[src/rtl/pokey_controller_responder_if.sv]
// Signal bundle between POKEY/host stimulus and the controller responder.
// master = POKEY plus host stimulus side, slave = the responder.
interface pokey_controller_responder_if;
  logic [3:0] key_scan_L;
  logic [3:0] key_code;
  logic       key_press;
  logic       key_release;
  logic       brk_held;
  logic       pot_rel_0;
  logic       pot_rel_1;
  logic [7:0] pot_val_0;
  logic [7:0] pot_val_1;
  logic       kr1_L;
  logic       kr2_L;
  logic [1:0] pot_scan;
  logic       key_held;

  modport master (
    output key_scan_L, key_code, key_press, key_release, brk_held,
           pot_rel_0, pot_rel_1, pot_val_0, pot_val_1,
    input  kr1_L, kr2_L, pot_scan, key_held
  );

  modport slave (
    input  key_scan_L, key_code, key_press, key_release, brk_held,
           pot_rel_0, pot_rel_1, pot_val_0, pot_val_1,
    output kr1_L, kr2_L, pot_scan, key_held
  );
endinterface

[src/rtl/pokey_controller_responder.sv]
// 5200-style controller stand-in: answers POKEY key scans on kr1_L/kr2_L and
// fires each pot_scan line a programmed number of pot-counter steps after release.
//
// pot state  | meaning
// POT_DUMP   | line dumped, counters cleared, waiting for a low->high release
// POT_CHARGE | counting TICK_DIV clocks per step until step reaches target
// POT_FIRED  | threshold crossed, pot_scan held high, counters frozen
module pokey_controller_responder #(
  parameter int unsigned TICK_DIV = 114,
  parameter logic [7:0]  POT_MAX  = 8'd228
) (
  input logic                          clk,
  input logic                          n_reset,
  pokey_controller_responder_if.slave  bus
);

  typedef enum logic [1:0] {
    POT_DUMP   = 2'd0,
    POT_CHARGE = 2'd1,
    POT_FIRED  = 2'd2
  } pot_state_t;

  localparam logic [7:0] TICK_LAST = 8'(TICK_DIV - 1);

  logic [3:0] scan_code;
  logic [3:0] held_code;
  logic       key_held_q;
  logic       kr1_q;
  logic       kr2_q;

  logic [1:0] pot_rel;
  logic [7:0] pot_val   [2];
  logic [1:0] rel_prev;
  logic [1:0] pot_scan_q;
  pot_state_t pot_state [2];
  logic [7:0] tick      [2];
  logic [7:0] step      [2];
  logic [7:0] target    [2];

  assign scan_code  = ~bus.key_scan_L;
  assign pot_rel    = {bus.pot_rel_1, bus.pot_rel_0};
  assign pot_val[0] = bus.pot_val_0;
  assign pot_val[1] = bus.pot_val_1;

  assign bus.kr1_L    = kr1_q;
  assign bus.kr2_L    = kr2_q;
  assign bus.key_held = key_held_q;
  assign bus.pot_scan = pot_scan_q;

  // Release beats press in the same cycle and leaves the held code untouched.
  always_ff @(posedge clk or negedge n_reset) begin
    if (!n_reset) begin
      key_held_q <= 1'b0;
      held_code  <= 4'h0;
      kr1_q      <= 1'b1;
      kr2_q      <= 1'b1;
    end else begin
      if (bus.key_release) begin
        key_held_q <= 1'b0;
      end else if (bus.key_press) begin
        key_held_q <= 1'b1;
        held_code  <= bus.key_code;
      end
      kr1_q <= ~(key_held_q && (scan_code == held_code));
      kr2_q <= ~(bus.brk_held && (scan_code == 4'h0));
    end
  end

  always_ff @(posedge clk or negedge n_reset) begin
    if (!n_reset) begin
      rel_prev   <= 2'b00;
      pot_scan_q <= 2'b00;
      for (int n = 0; n < 2; n++) begin
        pot_state[n] <= POT_DUMP;
        tick[n]      <= 8'd0;
        step[n]      <= 8'd0;
        target[n]    <= 8'd0;
      end
    end else begin
      rel_prev <= pot_rel;
      for (int n = 0; n < 2; n++) begin
        case (pot_state[n])
          POT_DUMP: begin
            pot_scan_q[n] <= 1'b0;
            tick[n]       <= 8'd0;
            step[n]       <= 8'd0;
            if (pot_rel[n] && !rel_prev[n]) begin
              pot_state[n] <= POT_CHARGE;
              target[n]    <= (pot_val[n] > POT_MAX) ? POT_MAX : pot_val[n];
            end
          end
          POT_CHARGE: begin
            if (!pot_rel[n]) begin
              pot_state[n]  <= POT_DUMP;
              pot_scan_q[n] <= 1'b0;
            end else if (step[n] >= target[n]) begin
              pot_state[n]  <= POT_FIRED;
              pot_scan_q[n] <= 1'b1;
            end else if (tick[n] == TICK_LAST) begin
              tick[n] <= 8'd0;
              if (step[n] != POT_MAX) begin
                step[n] <= step[n] + 8'd1;
              end
            end else begin
              tick[n] <= tick[n] + 8'd1;
            end
          end
          POT_FIRED: begin
            if (!pot_rel[n]) begin
              pot_state[n]  <= POT_DUMP;
              pot_scan_q[n] <= 1'b0;
            end else begin
              pot_scan_q[n] <= 1'b1;
            end
          end
          default: begin
            pot_state[n]  <= POT_DUMP;
            pot_scan_q[n] <= 1'b0;
          end
        endcase
      end
    end
  end

endmodule
[src/flat_wrapper.sv]
// flat-port wrapper written by rule: the top's interface ports become plain ports
module pokey_controller_responder_flat 
#(
  parameter int unsigned TICK_DIV = 114,
  parameter logic [7:0]  POT_MAX  = 8'd228
)
  (clk, n_reset, bus_key_scan_L, bus_key_code, bus_key_press, bus_key_release, bus_brk_held, bus_pot_rel_0, bus_pot_rel_1, bus_pot_val_0, bus_pot_val_1, bus_kr1_L, bus_kr2_L, bus_pot_scan, bus_key_held);
  pokey_controller_responder_if bus_i ();
  input logic clk;
  input logic n_reset;
  input wire logic [$bits(bus_i.key_scan_L)-1:0] bus_key_scan_L;
  input wire logic [$bits(bus_i.key_code)-1:0] bus_key_code;
  input wire logic [$bits(bus_i.key_press)-1:0] bus_key_press;
  input wire logic [$bits(bus_i.key_release)-1:0] bus_key_release;
  input wire logic [$bits(bus_i.brk_held)-1:0] bus_brk_held;
  input wire logic [$bits(bus_i.pot_rel_0)-1:0] bus_pot_rel_0;
  input wire logic [$bits(bus_i.pot_rel_1)-1:0] bus_pot_rel_1;
  input wire logic [$bits(bus_i.pot_val_0)-1:0] bus_pot_val_0;
  input wire logic [$bits(bus_i.pot_val_1)-1:0] bus_pot_val_1;
  output wire logic [$bits(bus_i.kr1_L)-1:0] bus_kr1_L;
  output wire logic [$bits(bus_i.kr2_L)-1:0] bus_kr2_L;
  output wire logic [$bits(bus_i.pot_scan)-1:0] bus_pot_scan;
  output wire logic [$bits(bus_i.key_held)-1:0] bus_key_held;
  assign bus_i.key_scan_L = bus_key_scan_L;
  assign bus_i.key_code = bus_key_code;
  assign bus_i.key_press = bus_key_press;
  assign bus_i.key_release = bus_key_release;
  assign bus_i.brk_held = bus_brk_held;
  assign bus_i.pot_rel_0 = bus_pot_rel_0;
  assign bus_i.pot_rel_1 = bus_pot_rel_1;
  assign bus_i.pot_val_0 = bus_pot_val_0;
  assign bus_i.pot_val_1 = bus_pot_val_1;
  assign bus_kr1_L = bus_i.kr1_L;
  assign bus_kr2_L = bus_i.kr2_L;
  assign bus_pot_scan = bus_i.pot_scan;
  assign bus_key_held = bus_i.key_held;
  pokey_controller_responder #(.TICK_DIV(TICK_DIV), .POT_MAX(POT_MAX)) u_core (.clk(clk), .n_reset(n_reset), .bus(bus_i));
endmodule
[config.mk]
export PLATFORM = sky130hd
export DESIGN_NAME = pokey_controller_responder_flat
export DESIGN_NICKNAME = d
export VERILOG_FILES = /design/src/rtl/pokey_controller_responder_if.sv /design/src/rtl/pokey_controller_responder.sv /design/src/flat_wrapper.sv
export SDC_FILE = /design/constraint.sdc
export NUM_CORES = 1
export LEC_CHECK = 0
export CORE_UTILIZATION = 42
export CTS_CLUSTER_SIZE = 28
export DETAILED_ROUTE_END_ITERATION = 12
export HOLD_SLACK_MARGIN = 0.08
export PLACE_DENSITY = 0.66
export SYNTH_ARGS = -nofsm -noshare
export SYNTH_HDL_FRONTEND = slang
export SYNTH_SLANG_ARGS = --single-unit
[constraint.sdc]
create_clock -name clk -period 3.8 [get_ports clk]
set_input_delay 0.76 -clock clk [delete_from_list [all_inputs] [get_ports clk]]
set_output_delay 0.76 -clock clk [all_outputs]
set_load 0.005 [all_outputs]
Word-level counts from Yosys, hierarchy flattened
Index checks and enable logic that the tools add are counted.

operators by class
  eq/ne operators = 23
  reductions and logical operators = 21
  magnitude comparators = 4
  mux-type cells = 40
  bitwise gates (word level) = 4
  $add $sub $neg = 4

operators by type and width
  kind                                                                     count
  8-bit two-way mux                                                        16
  8-bit one-hot mux with 2 select lines                                    4
  8-bit by 1-bit adder with 8-bit output, second input constant            4
  8-bit by 7-bit equality test with 1-bit output, second input constant    2
  8-bit >= comparator                                                      2
  8-bit greater-than comparator, second input constant                     2
  2-bit two-way mux                                                        8
  8-bit inequality test, second input constant                             2
  2-bit by 1-bit inequality test with 1-bit output, second input constant  6
  2-bit inequality test, second input constant                             6
  2-bit one-hot mux with 3 select lines                                    2
  3-bit AND reduction                                                      4
  5-bit AND reduction                                                      2
  1-bit two-way mux                                                        8
  3-bit by 2-bit inequality test with 1-bit output, second input constant  2
  2-bit AND reduction                                                      3
  2-bit nonzero test                                                       3
  2-bit by 1-bit equality test with 1-bit output, second input constant    2
  2-bit equality test, second input constant                               2
  4-bit equality test                                                      1
  1-bit logical AND                                                        4
  2-bit logical NOT                                                        2
  4-bit logical NOT                                                        1
  4-bit inverter                                                           1
  other kinds (3)                                                          7

word-level totals
  input port bits = 31
  output and inout port bits = 5
  register bits after elaboration = 63
  word-level logic and storage cells = 111

Longest topological paths before layout
  depth after elaboration = 6
  mapped depth = 9
  depth with buffers taken out = 8

Worst setup path before layout
OpenSTA, ideal clock, no wires.

  path type = reg-to-reg
  from = register u_core.step[13] (netlist bit)
  to = register u_core.pot_state[2] (netlist bit)
  slack = 1529 ps
  setup time = 127 ps
  buffers on the path = 0
  required time = 3673 ps
  period minus slack after synthesis = 2271 ps
  arrival = 2143 ps
  cell stages (with the launch flop) = 7
  cell sequence = dfrtp_1 ha_1 and4_4 and2_4 a311oi_1 a221o_2 mux2_1

on the way
  cells in the longest elaborated chain, start to end = 3

ends and longest elaborated chain
  item                                                        line                               source
  from (decl)                                                 pokey_controller_responder.sv:37   logic [7:0] step [2];
  from (signal, indexed assignment)                           pokey_controller_responder.sv:102  step[n] <= step[n] + 8'd1;
  8-bit >= comparator                                         pokey_controller_responder.sv:96   end else if (step[n] >= target[n]) begin
  3-bit by 2-bit inequality test with 1-bit output (no line)  --
  3-bit AND reduction (no line)                               --
  to (signal, indexed assignment)                             pokey_controller_responder.sv:94   pot_state[n] <= POT_DUMP;
  to (signal, indexed assignment)                             pokey_controller_responder.sv:97   pot_state[n] <= POT_FIRED;
  to (signal, indexed assignment)                             pokey_controller_responder.sv:110  pot_state[n] <= POT_DUMP;
  to (decl)                                                   pokey_controller_responder.sv:35   pot_state_t pot_state [2];

Every way passes these cells.
A chain may end at the register's enable or synchronous reset.

Worst setup path after layout
  from = register u_core.pot_state[1] (netlist bit)
  to = register u_core.step[2] (netlist bit)

on the way
  cells in the longest elaborated chain, start to end = 3
  elaborated cells between the ends (all ways) = 9
  classes of those cells = eq/ne (5); mux (1); reduce/logical (3)

ends and longest elaborated chain
  item                                                                                        line                              source
  from (signal, indexed assignment)                                                           pokey_controller_responder.sv:74  pot_state[n] <= POT_DUMP;
  from (signal, indexed assignment)                                                           pokey_controller_responder.sv:88  pot_state[n] <= POT_CHARGE;
  from (signal, indexed assignment)                                                           pokey_controller_responder.sv:94
  2-bit by 1-bit equality test with 1-bit output / 2-bit logical NOT (equally long branches)  pokey_controller_responder.sv:82  case (pot_state[n])
  2-bit inequality test (no line) (tied with other cells)                                     --
  5-bit AND reduction (no line)                                                               --

Parallel ways exist; a longest one is shown, timed or not.

==> results.py <==
metrics = {
    "outcome": {
        "outcome": "completed",
    },
    "floorplan": {
        "fp.dieW_um": 94.90,
        "fp.dieArea_um2": 9006,
        "fp-row-count": 33,
        "die_y_um": 94.90,
        "io_pins": 36,
        "core_area_um2": 8299,
        "initial_utilization_pct": 43.68,
    },
    "yosys": {
        "synth_cells": 369,
        "yosysMostFrequentCell": "dfrtp_1",
        "async_flop_share_pct": 100.0,
        "synth_edf_count": 0,
        "yosysTopAreaCellShare_pct": 42.11,
        "netlist_top_cells_count": "dfrtp_1, nand2_1, inv_1",
        "synthTopCellsByArea": "dfrtp_1, ha_1, mux2_2",
        "seq_area_frac_synth_pct": 43.56,
        "synth.avg_cell_area_um2": 9.823,
        "synth_area_leader_cell": "dfrtp_1",
        "yosys_warnings": 0,
        "synthFlopType": "dfrtp_1",
        "syn_nets": 430,
        "synth_cell_types": 54,
        "ys_ff_latch": 63,
        "syn_area_um2": 3625,
    },
    "worst_setup_path": {
        "worst-path-stages": 7,
        "slowest_delay_ns": 0.58,
        "crit_path_start_kind": "register",
        "r2r-end": "u_core.step[2]$_DFFE_PN0P_",
        "cpMaxStageDelayCell": "or4b_1",
        "r2r_start": "u_core.pot_state[1]$_DFFE_PN0P_",
        "crit_start": "u_core.pot_state[1]$_DFFE_PN0P_",
        "cp_cell_sequence": "inv_1, ha_1, nand2_1, a211oi_4, a21oi_1, or4b_1, nand3_1",
        "critPathTopFamily": "simple AND/OR/NAND/NOR gates",
        "worstSetupPathType": "reg2reg",
        "arrival_ns": 2.85,
        "cp_data_required_time_ns": 4.08,
        "rrSetupSlack_ns": 1.23,
        "cp-end-kind": "register",
        "reg2regPathDepth": 7,
        "crit_buf_inv": 1,
        "crit_end": "u_core.step[2]$_DFFE_PN0P_",
        "worstPathMaxFanout": 16,
    },
    "route": {
        "drtPass1Iterations": 4,
        "drc": 0,
        "drtIter0Drc": 71,
        "vias": 2868,
        "ant_nets": 0,
        "wirelength_um": 7500,
        "via_per_inst": 5.515,
        "avgRoutedWirePerCell_um": 14.42,
    },
    "placement": {
        "numPortBuffers": 35,
        "routabilityCongestion": 0.8013,
        "hpwl_um": 5341,
        "pre_cts_ws_ns": 0.9589,
    },
    "pwr": {
        "p_leak_nw": 1.931,
        "irDropWorstVdd_mv": 0.3725,
        "p_per_area_nw_per_um2": 556.7,
    },
    "clock_tree": {
        "cts_buffer_depth": 2,
        "numCtsBuffers": 9,
        "insertion_delay_ns": 0.34,
        "cts_resized": 0,
        "tritoncts": "done",
        "cts_sinks": 63,
        "root_buffer": "clkbuf_8",
        "cts-htree-levels": 3,
        "hold_buffers": 0,
        "clkTransAtPathRegs_ns": 0.07,
        "post_cts_buffers": 0,
    },
    "min_path": {
        "hold_class": "reg2reg",
    },
    "sta": {
        "worst_slack_ns": 1.227,
        "tns_ns": 0,
        "final.setup_skew_ns": 0.004737,
        "finalHoldViolations": 0,
        "fin_crit_sh_pct": 67.71,
        "fmax_mhz": 388.7,
        "drv_slew": 0,
        "min_period_ns": 2.573,
        "finalSetupViolCount": 0,
        "slew_headroom_pct": 42.30,
        "rsz0062_at_grt": "false",
        "tightest_slew_ns": 0.8655,
    },
    "global_route": {
        "grt-ovfl-total": 0,
        "antenna_found_initial": 0,
        "grt_pass1_wl_um": 12850,
        "grt_pass1_vias": 2862,
        "grt_max_degree": 64,
        "grtUsageTotal_pct": 18.45,
    },
    "job": {
        "cap_violations": 0,
    },
    "cells_and_area": {
        "n_antenna_cell": 0,
        "syn_to_final_growth_pct": 19.57,
        "nets": 471,
        "drive_above_1_share_pct": 9.880,
        "fillers": 755,
    },
}
## power by group
| part | leakage [nW] | internal [mW] | switching (mW) | total (mW) |
|---|---|---|---|---|
| clock | 0.127 | 0.458 | 0.279 | 0.738 |
| sequential | 0.819 | 0.803 | 0.0789 | 0.882 |
| combinational | 0.985 | 0.334 | 0.460 | 0.793 |
## layer usage
layer / share of wire, % / GRT usage, % / up-vias
met5: 0 / 0 / -
li1: - / - / 1421
met2: 49 / 31.06 / 51
met1: 46 / 22.32 / 1384
met4: 1.8 / 7.449 / 0
met3: 3.6 / 4.911 / 12
## how the worst min path moves through the flow
stage                                         start                          to  slack [ns]  depth (start not counted)
floorplan                u_core.tick[6]$_DFFE_PN0P_  u_core.tick[6]$_DFFE_PN0P_        0.43                          1
global placement    u_core.bus.key_held$_DFFE_PN0P_  u_core.bus.kr1_L$_DFF_PN1_        0.45                          1
detailed placement       u_core.tick[6]$_DFFE_PN0P_  u_core.tick[6]$_DFFE_PN0P_        0.45                          1
global route             u_core.tick[6]$_DFFE_PN0P_  u_core.tick[6]$_DFFE_PN0P_        0.50                          1
finish              u_core.bus.key_held$_DFFE_PN0P_  u_core.bus.kr1_L$_DFF_PN1_        0.46                          1
CTS                 u_core.bus.key_held$_DFFE_PN0P_  u_core.bus.kr1_L$_DFF_PN1_        0.46                          1
## placed cells by master, fill, tap and decap left out, types with 4 or more instances in the layout
cell              n
a21oi_1           7
a22o_1           13
a31oi_1           8
and3_1           12
clkbuf_8         10
clkdlybuf4s50_1  34
dfrtp_1          61
ha_1             30
inv_1            31
mux2_2           13
nand2_1          39
nand3_1          22
nand4_1           7
nor2_1           17
nor2b_1           6
nor4b_1           4
o211ai_1          4
o21ai_0          26
xnor2_1           6
## per-stage QoR
step | std cells | area (um2) | utilization [%] | hold WS (ns) | power [mW]
after floorplan | 369 | 3625 | - | 0.4313 | 1.464
after global placement | 504 | 4080 | 49.16 | 0.4500 | 1.658
after detailed placement | 504 | 4080 | 49.16 | 0.4545 | 1.691
after CTS | 520 | 4334 | 52.22 | 0.4631 | 2.444
after global routing | 520 | 4334 | 52.22 | 0.4950 | 2.586
final | 520 | 4334 | 52.22 | 0.4633 | 2.413
## flip-flops by register name, indices dropped and copies added, names as in the netlist
signal and cells:
u_core.rel_prev 2, u_core.bus.kr1_L 1, u_core.held_code 4, u_core.target 16, u_core.step 16, u_core.tick 16, u_core.bus.kr2_L 1, u_core.bus.key_held 1
u_core.bus.pot_scan 2, u_core.pot_state 4
## kinds of logic after synthesis
group,synth area share (%)
simple gates,19.12
compound gates,16.47
flops,43.56
buf+inv,4.211
fa+ha+maj,10.36
mux,4.349
xor+xnor,1.933
## worst register-to-register path: cells and delay by family (launching register included)
kind | cells | cell delay [ns]
buffers and inverters | 1 | 0.09
AO/OA/AOI/OAI | 2 | 0.64
AND/OR/NAND/NOR | 3 | 0.87
adder cells (fa/ha/maj) | 1 | 0.49
flip-flops | 1 | 0.41
## area by class of cell
type	count	area (um2)	area share [%]
well taps	105	131.4	3.031
multi-input cells	268	1893	43.68
clock buffers	10	137.6	3.176
clock inverters	6	116.4	2.685
flip-flops and latches	63	1579	36.43
inverters	31	116.4	2.685
repair buffers	37	360.3	8.314
(Power assumes the default switching activity.)
